<file path="src/rtl/fx_slave_regs.sv">
// fx bus responder: byte register bank, shadowed 32-bit config word with
// atomic commit on byte 3, and an event FIFO drained through a pop address.
module fx_slave_regs #(
  parameter logic [31:0] BASE_ADDR  = 32'h0000_0100,
  parameter int          NUM_REG    = 16,
  parameter int          FIFO_DEPTH = 16
) (
  input  logic                 clk_sys,
  input  logic                 rst,
  input  logic                 fx_wr,
  input  logic [31:0]          fx_waddr,
  input  logic [7:0]           fx_data,
  input  logic                 fx_rd,
  input  logic [31:0]          fx_raddr,
  output logic [7:0]           fx_q,
  output logic [NUM_REG*8-1:0] reg_out,
  output logic [31:0]          cfg_word,
  output logic                 cfg_upd,
  input  logic [7:0]           ev_data,
  input  logic                 ev_vld,
  output logic                 ev_full
);

  localparam int RIW = (NUM_REG > 1) ? $clog2(NUM_REG) : 1;
  localparam int PW  = $clog2(FIFO_DEPTH);
  localparam int CW  = PW + 1;
  localparam logic [31:0] OFF_SH   = 32'(NUM_REG);
  localparam logic [31:0] OFF_POP  = 32'(NUM_REG + 4);
  localparam logic [31:0] OFF_STAT = 32'(NUM_REG + 5);

  // ---------------------------------------------------------------- decode
  logic [31:0] woff, roff;
  logic        w_in, r_in;
  logic        w_reg, w_sh, r_reg, r_sh, r_pop, r_stat;
  logic [1:0]  sh_widx, sh_ridx;
  logic [RIW-1:0] widx, ridx;

  assign woff = fx_waddr - BASE_ADDR;
  assign roff = fx_raddr - BASE_ADDR;
  // Addresses below the window must not alias through the wrapped subtraction.
  assign w_in = (fx_waddr >= BASE_ADDR);
  assign r_in = (fx_raddr >= BASE_ADDR);

  assign w_reg  = fx_wr && w_in && (woff < OFF_SH);
  assign w_sh   = fx_wr && w_in && (woff >= OFF_SH) && (woff < OFF_POP);
  assign r_reg  = r_in && (roff < OFF_SH);
  assign r_sh   = r_in && (roff >= OFF_SH) && (roff < OFF_POP);
  assign r_pop  = r_in && (roff == OFF_POP);
  assign r_stat = r_in && (roff == OFF_STAT);

  assign sh_widx = 2'(woff - OFF_SH);
  assign sh_ridx = 2'(roff - OFF_SH);
  assign widx    = woff[RIW-1:0];
  assign ridx    = roff[RIW-1:0];

  // ---------------------------------------------------------- register bank
  logic [7:0] reg_bank [NUM_REG];

  generate
    for (genvar gi = 0; gi < NUM_REG; gi++) begin : g_reg
      // One byte register per offset, written when the decoded index matches.
      always_ff @(posedge clk_sys or posedge rst) begin
        if (rst)
          reg_bank[gi] <= '0;
        else if (w_reg && (widx == RIW'(gi)))
          reg_bank[gi] <= fx_data;
      end
      assign reg_out[8*gi +: 8] = reg_bank[gi];
    end
  endgenerate

  // ----------------------------------------------------- shadow and config
  logic [31:0] shadow_reg;

  // Shadow bytes collect the next config; writing byte 3 commits all four.
  always_ff @(posedge clk_sys or posedge rst) begin
    if (rst) begin
      shadow_reg <= '0;
      cfg_word   <= '0;
      cfg_upd    <= 1'b0;
    end else begin
      cfg_upd <= 1'b0;
      if (w_sh) begin
        shadow_reg[8*sh_widx +: 8] <= fx_data;
        if (sh_widx == 2'd3) begin
          cfg_word <= {fx_data, shadow_reg[23:0]};
          cfg_upd  <= 1'b1;
        end
      end
    end
  end

  // ------------------------------------------------------------ event FIFO
  logic [7:0]    fifo_mem [FIFO_DEPTH];
  logic [PW-1:0] wptr_reg, rptr_reg;
  logic [CW-1:0] count_reg;
  logic          ovf_reg;
  logic          empty, full, pop_eff, push_eff, ovf_set;
  logic [5:0]    count6;

  assign empty    = (count_reg == '0);
  assign full     = (count_reg == CW'(FIFO_DEPTH));
  assign ev_full  = full;
  // A pop on an empty FIFO does nothing; a pop frees the slot for a same-cycle push.
  assign pop_eff  = fx_rd && r_pop && !empty;
  assign push_eff = ev_vld && (!full || pop_eff);
  assign ovf_set  = ev_vld && !push_eff;
  assign count6   = 6'(count_reg);

  // Storage array without reset so it can map onto RAM.
  always_ff @(posedge clk_sys) begin
    if (push_eff)
      fifo_mem[wptr_reg] <= ev_data;
  end

  // Pointers wrap naturally because the depth is a power of two.
  always_ff @(posedge clk_sys or posedge rst) begin
    if (rst) begin
      wptr_reg  <= '0;
      rptr_reg  <= '0;
      count_reg <= '0;
    end else begin
      if (push_eff) wptr_reg <= wptr_reg + 1'b1;
      if (pop_eff)  rptr_reg <= rptr_reg + 1'b1;
      case ({push_eff, pop_eff})
        2'b10:   count_reg <= count_reg + 1'b1;
        2'b01:   count_reg <= count_reg - 1'b1;
        default: count_reg <= count_reg;
      endcase
    end
  end

  // Sticky overflow; a status read clears it unless an overflow lands in the same cycle.
  always_ff @(posedge clk_sys or posedge rst) begin
    if (rst)
      ovf_reg <= 1'b0;
    else if (ovf_set)
      ovf_reg <= 1'b1;
    else if (fx_rd && r_stat)
      ovf_reg <= 1'b0;
  end

  // ------------------------------------------------------------- read path
  logic [7:0] rd_byte;

  // Select the byte addressed by fx_raddr from the current (pre-edge) state.
  always_comb begin
    rd_byte = '0;
    if (r_reg)
      rd_byte = reg_bank[ridx];
    else if (r_sh)
      rd_byte = shadow_reg[8*sh_ridx +: 8];
    else if (r_pop)
      rd_byte = empty ? 8'h00 : fifo_mem[rptr_reg];
    else if (r_stat)
      rd_byte = {ovf_reg, empty, full, count6[4:0]};
  end

  // Read data register: loads only on a read strobe and holds otherwise.
  always_ff @(posedge clk_sys or posedge rst) begin
    if (rst)
      fx_q <= '0;
    else if (fx_rd)
      fx_q <= rd_byte;
  end

endmodule

</file>
<file path="config.mk">
export PLATFORM = sky130hd
export DESIGN_NAME = fx_slave_regs
export DESIGN_NICKNAME = d
export VERILOG_FILES = /design/src/rtl/fx_slave_regs.sv
export SDC_FILE = /design/constraint.sdc
export NUM_CORES = 1
export LEC_CHECK = 0
export BUFFER_PORTS_ARGS = -buffer_cell sky130_fd_sc_hd__buf_2
export CAP_MARGIN = 40
export CORE_MARGIN = 1
export CORE_UTILIZATION = 40
export DETAILED_ROUTE_END_ITERATION = 7
export HOLD_SLACK_MARGIN = 0.15
export SLEW_MARGIN = 20
export SYNTH_ARGS = -nofsm -noshare
export SYNTH_HDL_FRONTEND = slang
export SYNTH_SLANG_ARGS = --single-unit
</file>
<file path="constraint.sdc">
create_clock -name clk_sys -period 9.7 [get_ports clk_sys]
set_input_delay 1.455 -clock clk_sys [delete_from_list [all_inputs] [get_ports clk_sys]]
set_output_delay 1.455 -clock clk_sys [all_outputs]
set_load 0.05 [all_outputs]
</file>
Word level (Yosys, flattened, before mapping)
Memories as Yosys holds them, arrays and structs flattened.
Cells that the tools add are included.
{"block": "classes", "add_sub_neg": 9, "n_lt_le_gt_ge": 9, "n_eq_ne": 21, "shifts": 3, "n_mux": 16, "bitwise": 1, "n_reduce_logical": 39}
{"op": "less-than comparator 32 x 5 -> 1 bit, second input constant", "n": 4}
{"op": "equality test 32 x 5 -> 1 bit, second input constant", "n": 2}
{"op": "greater-or-equal comparator 32 x 5 -> 1 bit, second input constant", "n": 2}
{"op": "greater-or-equal comparator 32 x 9 -> 1 bit, second input constant", "n": 2}
{"op": "subtractor 32 x 9 -> 32 bit, second input constant", "n": 2}
{"op": "2-to-1 mux 8 bit", "n": 7}
{"op": "negator 5 -> 34 bit", "n": 1}
{"op": "variable shift 8 x 34 -> 32 bit, first input constant", "n": 1}
{"op": "indexed part select 8 x 34 -> 32 bit", "n": 1}
{"op": "binary-select mux 8 bit (select 4 bit)", "n": 1}
{"op": "bitwise mux 32 bit", "n": 1}
{"op": "equality test 4 bit, second input constant", "n": 8}
{"op": "indexed part select 32 x 6 -> 8 bit", "n": 1}
{"op": "logical AND 1 bit", "n": 30}
{"op": "equality test 4 x 3 -> 1 bit, second input constant", "n": 4}
{"op": "one-hot mux 5 bit (2 select lines)", "n": 1}
{"op": "adder 4 x 1 -> 4 bit, second input constant", "n": 2}
{"op": "equality test 4 x 2 -> 1 bit, second input constant", "n": 2}
{"op": "2-to-1 mux 1 bit", "n": 6}
{"op": "adder 5 x 1 -> 5 bit, second input constant", "n": 1}
{"op": "equality test 5 bit, second input constant", "n": 1}
{"op": "greater-or-equal comparator 5 bit, second input constant", "n": 1}
{"op": "zero test 5 bit", "n": 1}
{"op": "inverter 4 -> 5 bit", "n": 1}
{"op": "10 further kinds", "n": 15}
{"block": "totals", "register_bits": 215, "mem_bits_rw": 128, "inputBits": 85, "out_inout_bits": 170, "elab_cells": 123, "n_memories": 1}
{"name": "fifo_mem", "depth": 16, "width": 8, "read_ports": 1, "rd_clocked_by_memory_dff": 0, "write_ports": 1, "line_no": "94", "rtl": "logic [7:0] fifo_mem [FIFO_DEPTH];"}

Logic depth before layout (Yosys ltp)
Gate-level depths: netlist of the first run.
{"block": "logic_depth", "depth_word": 10, "mapped_depth": 13}

Least setup slack after synthesis of the first run
No wires, ideal clock.
{"block": "synth_path", "path_type": "in2reg", "startpoint": "in fx_raddr[10]", "endpoint": "mem fifo_mem[3][0] (enable)", "setup_ns": 0.383, "arrival_ns": 4.460, "path_slack_ns": 4.857, "stages": 9, "n_path_buf": 0, "cell_sequence": "nor4_2 -> nand3_2 -> o41a_1 -> or4b_4 -> nor4_4 -> nand3_4 -> a21boi_2 -> nand2_1 -> nor3_1"}
{"block": "synth_between", "elab_chain_cells": 9, "elab_cells_between_ends": 10, "classes_between": "add/sub: 1; order compare: 1; eq/ne: 1; mux: 2; reduce/logical: 5"}
{"element": "from (decl)", "line_no": "14", "rtl": "input logic [31:0] fx_raddr,"}
{"element": "subtractor 32 x 9 -> 32 bit", "line_no": "39", "rtl": "assign roff = fx_raddr - BASE_ADDR;"}
{"element": "equality test 32 x 5 -> 1 bit", "line_no": "48", "rtl": "assign r_pop = r_in && (roff == OFF_POP);"}
{"element": "logical AND 1 bit (*)", "line_no": "48"}
{"element": "logical AND 1 bit (*) (2 in a row)", "line_no": "105", "rtl": "assign pop_eff = fx_rd && r_pop && !empty;"}
{"element": "logical OR 1 bit (*)", "line_no": "106", "rtl": "assign push_eff = ev_vld && (!full || pop_eff);"}
{"element": "logical AND 1 bit (*)", "line_no": "106"}
{"element": "2-to-1 mux 1 bit (*)", "line_no": "112", "rtl": "if (push_eff)"}
{"element": "2-to-1 mux 1 bit (not written as such) (*)", "line_no": "113", "rtl": "fifo_mem[wptr_reg] <= ev_data;"}
{"element": "to (decl)", "line_no": "94"}
Every way passes the cells marked *; elsewhere a longest branch is shown, timed or not.

Worst setup path after layout of the first run
{"block": "layout_path", "startpoint": "in fx_raddr[10]", "endpoint": "mem fifo_mem[7][5] (enable)"}
Same word-level chain as after synthesis.

==> results_dict.tcl, run 1 <==
set metrics [dict create \
    crit_slowest_cell "nor2_1" \
    netlist_instances 1080 \
    grt_start_max_net_pins 97 \
    synth_area_leaders "dfrtp_1 35%, edfxtp_1 25%, mux4_2 12%, mux2_2 9.6%, nand2_1 4.7%" \
    start_kind "input pin" \
    final_area_um2 18300 \
    final_layout_size_suffix_gt1_share_pct 40.4 \
    drtIter0Drc 698 \
    insertion_delay_ns 0.53 \
    dieWidth_um 197 \
    track_usage_pct 22.2 \
    io_pins 255 \
    overflow 0 \
    area_growth_pct 19.8 \
    synthAdderAreaFrac_pct 0.983 \
    synth.avg_cell_area_um2 14.1 \
    cp_num_buf_inv 1 \
    period_share_pct 49.7 \
    numPortBuffers 254 \
    remaining_drc_errors 0 \
    worst_pin_slew_ns 0.724 \
    synth-simple-area-share_pct 10.6 \
    cts_tree "built" \
    finClkSkew_ns 0.0195 \
    clockBufferDepth 3 \
    routed_wl_mm 42.4 \
    rows 71 \
    final_util_pct 48.6 \
    drt_pass1_iterations 5 \
    hold_class "register to register" \
    cap_violations 0 \
    async_reset_ff_share_pct 62.7 \
    grt_pass1_wl_mm 64.4 \
    synth-edff-count 128 \
    worstSetupPathDepth 10 \
    ctsHoldBuffers 0 \
    layout.nets 1430 \
    critical-path-top-delay-family "simple AND/OR/NAND/NOR gates" \
    final_cell_mix "262 x buf_2, 214 x dfrtp_1, 193 x nand2_1" \
    coreArea_um2 37700 \
    synth.yosys.seq_area_share_pct 60.4 \
    cp_max_fo 9 \
    min_path_cells 2 \
    clkTransAtPathRegs_ns 0.05 \
    die_h_um 197 \
    crit_type "input pin to register" \
    cts_sinks 343 \
    synth_top_cell_by_area "dfrtp_1" \
    initial_core_util_pct 40.6 \
    hold_violations 0 \
    pwr_density_cell_nw_per_um2 180 \
    dr_total_vias 10083 \
    n_fill_cell 3404 \
    syn_area_um2 15300 \
    synth_cell_types 58 \
    syn_nets 1177 \
    holdPathEnd "cfg_word[12]" \
    dieArea_um2 39000 \
    final_common_cell "buf_2" \
    crit_chain "buf_2, nor4_2, nand3_2, o41a_1, or4b_4, nor4_4, nand3_4, a21boi_2, nand2_1, nor2_1" \
    grt_setup_unrepaired "false" \
    postPlaceCellArea_um2 17100 \
    cts_setup_buffers 0 \
    r2r.worst_path.cells 11 \
    ctsResizeCount 0 \
    vias_per_cell 5.39 \
    cts_root_buf "clkbuf_16" \
    htreeDepth 2 \
    muxShareOfSynthArea_pct 22.3 \
    drv_slew 0 \
    slew_headroom_pct 51.7 \
    regArea_um2 9230 \
    yosysWarnings 0 \
    r2r-end "count_reg[4]" \
    leakagePower_nw 8.31 \
    hold-worst-slack_ns 0.458 \
    fmax_ghz 0.207 \
    diodes 0 \
    status "finished, final reports clean" \
    reg2reg_from "count_reg[2]" \
    netlist.area_leader.share_pct 35.2 \
    period_needed_ns 4.82 \
    multi_input_area_um2 5800 \
    finalSetupViolations 0 \
    synthXorXnorAreaFrac_pct 0.917 \
    synth_ff_type "dfrtp_1" \
    synth_top_family_by_area "multiplexers" \
    grt_pass1_vias 10117 \
    required_ns 9.84 \
    holdCritStartpoint "cfg_word[12]" \
    dpl.hpwl_mm 29.9 \
    cts_made_buffers 38 \
    place_congestion 0.843 \
    synth_seq_cells 343 \
    synth_compound_area_share_pct 3.17 \
    critPathMaxStageDelay_ns 0.58 \
    r2r_slack_ns 6.38 \
    grt_antenna_before_repair 1 \
    setup-tns-final_ns 0 \
    critPathArrivalTime_ns 4.97 \
    irDropWorstVdd_v 0.000127 \
    crit_path_end_kind "register" \
    ant_nets 0 \
    wl_per_cell_um 22.7 \
]
==> worst max path at each step <==
| stage | start | end | slack, ns |
|---|---|---|---|
| finish | fx_raddr[10] | fifo_mem[7][5] | 4.88 |
| global route | fx_raddr[8] | fifo_mem[7][3] | 4.41 |
| CTS | fx_raddr[8] | fifo_mem[7][6] | 4.85 |
| detailed placement | fx_raddr[8] | fifo_mem[7][2] | 4.29 |
| global placement | fx_raddr[11] | fifo_mem[1][0] | 4.17 |
| floorplan | rst | cfg_upd | 2.37 |
==> synthesized netlist by cell type, drive strengths merged, types with 7 or more instances <==
cell type / n
nor3b: 9
dfrtp: 215
nand2: 193
buf: 11
nand4: 10
a21oi: 9
mux2: 130
mux4: 82
ha: 12
nor2: 36
nand3: 19
mux2i: 9
nor3: 23
and3: 8
o22ai: 7
nor4: 12
clkbuf: 47
nand2b: 10
edfxtp: 128
o21ai: 34
xnor2: 11
inv: 9
==> logic make-up after synthesis <==
| group | after synthesis |
|---|---|
| AOI/OAI and AO/OA | 76 |
| xor gates and xnor gates | 16 |
| adders and majority gates | 12 |
| buffers and inverters | 67 |
| DFF | 343 |
| muxes | 221 |
| and+or+nand+nor | 345 |
==> through the flow <==
stage,setup slack (ns),power [mW],std cells
after floorplan,2.37,1.82,1080
after global placement,4.17,1.92,1794
final,4.88,3.29,1871
after detailed placement,4.29,1.93,1804
after CTS,4.85,3.32,1871
after global routing,4.41,3.41,1871
==> cell type report <==
cell class | count | area share [%]
Tap cell | 511 | 3.49
Sequential cell | 343 | 50.4
Multi-Input combinational cell | 670 | 31.7
Clock inverter | 14 | 0.683
Inverter | 9 | 0.225
Clock buffer | 53 | 5.83
Timing Repair Buffer | 271 | 7.71
==> power by group <==
part / internal (mW) / switching, mW / total [mW]
sequential: 1.58 / 0.0502 / 1.63
clock: 0.822 / 0.565 / 1.39
combinational: 0.0914 / 0.179 / 0.270
total: 2.50 / 0.794 / 3.29
==> per-layer routing <==
layer / track usage [%] / share of wire [%] / up-vias
met3: 6.80 / 8.2 / 67
met4: 6.43 / 2.6 / 0
met1: 31.0 / 44 / 5168
met2: 33.2 / 45 / 326
li1: - / - / 4522
met5: 0 / 0 / -
==> worst register-to-register path, delay by kind of cell (launching register included) <==
kind | cells | cell delay, ns
XOR/XNOR | 2 | 0.33
flip-flops | 1 | 0.46
AO/OA/AOI/OAI | 2 | 0.29
AND/OR/NAND/NOR | 6 | 1.91
adder cells (fa/ha/maj) | 1 | 0.24
Power figures use the tool's default switching activity.
==> run 2, diff against run 1 <==
clock period = 4.9 ns   (was 9.7 ns; I/O delays follow)
==> run 2 against run 1 <==
Effect of this change:
- worst setup slack worse by 3.8 ns
- flip-flop and latch count stayed put
- sequential share of layout area is 0.77 points lower
- global-route usage increased by 0.39 points
- critical path depth up 4
- die area unchanged
- register-to-register slack worse by 4.9 ns
- core utilization increased by 0.75 points
- design area rose by 1.5%
- via count is 1.5% higher
- critical endpoint is now count_reg[4]
- largest cell class unchanged
==> results_dict.tcl, run 2 (synthesis results as in run 1) <==
set metrics [dict create \
    hold_class "input pin to async pin" \
    slew_headroom_pct 51.6 \
    place_inst 1819 \
    start_kind "input pin" \
    diodes 0 \
    n_fill_cell 3395 \
    pwr_density_cell_nw_per_um2 367 \
    cp-startpoint "fx_raddr[11]" \
    numPortBuffers 254 \
    htreeDepth 2 \
    insertion_delay_ns 0.55 \
    drv_slew 0 \
    status "finished, final reports clean" \
    io_pins 255 \
    grt_pass1_wl_mm 65.4 \
    setup-tns-final_ns 0 \
    leakagePower_nw 8.46 \
    cts_root_buf "clkbuf_16" \
    grt_antenna_before_repair 0 \
    critPathArrivalTime_ns 4.25 \
    dieArea_um2 39000 \
    grt_pass1_vias 10279 \
    final_layout_size_suffix_gt1_share_pct 41.9 \
    grt_setup_unrepaired "false" \
    irDropWorstVdd_v 0.000253 \
    critPathMaxStageDelay_ns 0.55 \
    die_h_um 197 \
    finClkSkew_ns 0.0210 \
    cp_max_fo 9 \
    clockBufferDepth 3 \
    crit_chain "buf_2, nor4_2, nand3_2, o41a_1, or4b_4, nor4_4, buf_4, and2_1, xor2_1, ha_1, o21a_1, or4_1, o211ai_2, xor2_1" \
    vias_per_cell 5.42 \
    final_common_cell "buf_2" \
    track_usage_pct 22.6 \
    critPathMostFrequentCell "xor2_1" \
    crit_path_end_kind "register" \
    hold_violations 0 \
    ctsResizeCount 0 \
    place_congestion 0.843 \
    dieWidth_um 197 \
    final_cell_mix "258 x buf_2, 214 x dfrtp_1, 193 x nand2_1" \
    drt_pass1_iterations 5 \
    clkTransAtPathRegs_ns 0.06 \
    remaining_drc_errors 0 \
    total_power_mw 6.83 \
    ant_nets 0 \
    cts_setup_buffers 0 \
    period_share_pct 77.3 \
    area_growth_pct 21.7 \
    routed_wl_mm 43.3 \
    finalNonFillerCells 1889 \
    dpl.hpwl_mm 30.2 \
    dr_total_vias 10231 \
    reg2reg_from "count_reg[1]" \
    cts_sinks 343 \
    wl_per_cell_um 22.9 \
    period_needed_ns 3.79 \
    rows 71 \
    layout.nets 1445 \
    initial_core_util_pct 40.6 \
    ctsHoldBuffers 0 \
    grt_start_max_net_pins 90 \
    required_ns 5.36 \
    finalSetupViolations 0 \
    crit_type "input pin to register" \
    fmax_ghz 0.264 \
    drtIter0Drc 743 \
    cts_made_buffers 38 \
    cts_tree "built" \
    overflow 0 \
    final_util_pct 49.4 \
    worst_pin_slew_ns 0.726 \
    crit_slowest_cell "or4b_4" \
    cap_violations 0 \
    coreArea_um2 37700 \
]
-- run 2: changes by cell type in the layout (fill, tap and decap cells not counted), moves of 4 or more --
cell / previous run / this run
clkbuf_8: 4 / 9
buf_2: 262 / 258
clkbuf_1: 10 / 3
buf_4: 7 / 24
-- run 2: worst paths after layout --
kind,end,slack [ns],cells past startpoint
max in group asynchronous,reg_out[52],3.85,3
hold reg to reg,shadow_reg[24],0.46,2
setup / recovery,count_reg[4],1.11,14
setup reg to reg,count_reg[4],1.51,12
hold / removal,shadow_reg[8],0.22,2
min in group clk_sys,shadow_reg[24],0.46,2
-- run 2: where the power goes --
group | switching [mW] | leakage, nW | total (mW) | internal (mW)
registers | 0.106 | 4.13 | 3.24 | 3.14
logic | 0.363 | 3.68 | 0.565 | 0.202
clock network | 1.19 | 0.657 | 3.03 | 1.84
-- run 2: worst max-delay path, delay by kind of cell --
kind	cells	cell delay (ns)
compound gates	3	0.71
xor+xnor	2	0.26
fa+ha+maj	1	0.24
buf+inv	2	0.33
simple gates	6	1.96
-- run 2: cell type report --
cell class              instances  area [um2]  share of cell area (%)
inverters                       9        37.5                   0.202
flip-flops and latches        343        9230                    49.6
well taps                     511         639                    3.44
clock buffers                  50        1090                    5.84
clock inverters                20         254                    1.37
multi-input cells             670        5800                    31.2
repair buffers                286        1550                    8.34
-- run 2: per-layer routing --
| metal | wire, um | part of all wire, % | vias up | GRT usage (%) |
|---|---|---|---|---|
| li1 | - | - | 4552 | - |
| met1 | 19600 | 45 | 5236 | 33.1 |
| met2 | 19200 | 44 | 394 | 33.0 |
| met3 | 3450 | 8.0 | 49 | 5.65 |
| met4 | 1040 | 2.4 | 0 | 6.72 |
| met5 | 0 | 0 | - | 0 |
-- run 2: per-stage QoR --
stage / instance area (um2) / hold WS [ns] / setup WS (ns)
2_1_floorplan: 15300 / 0.434 / 0.777
3_3_place_gp: 17200 / 0.445 / 0.675
3_5_place_dp: 17300 / 0.451 / 0.593
4_1_cts: 18600 / 0.196 / 1.16
5_1_grt: 18600 / 0.217 / 0.806
6_report: 18600 / 0.217 / 1.11
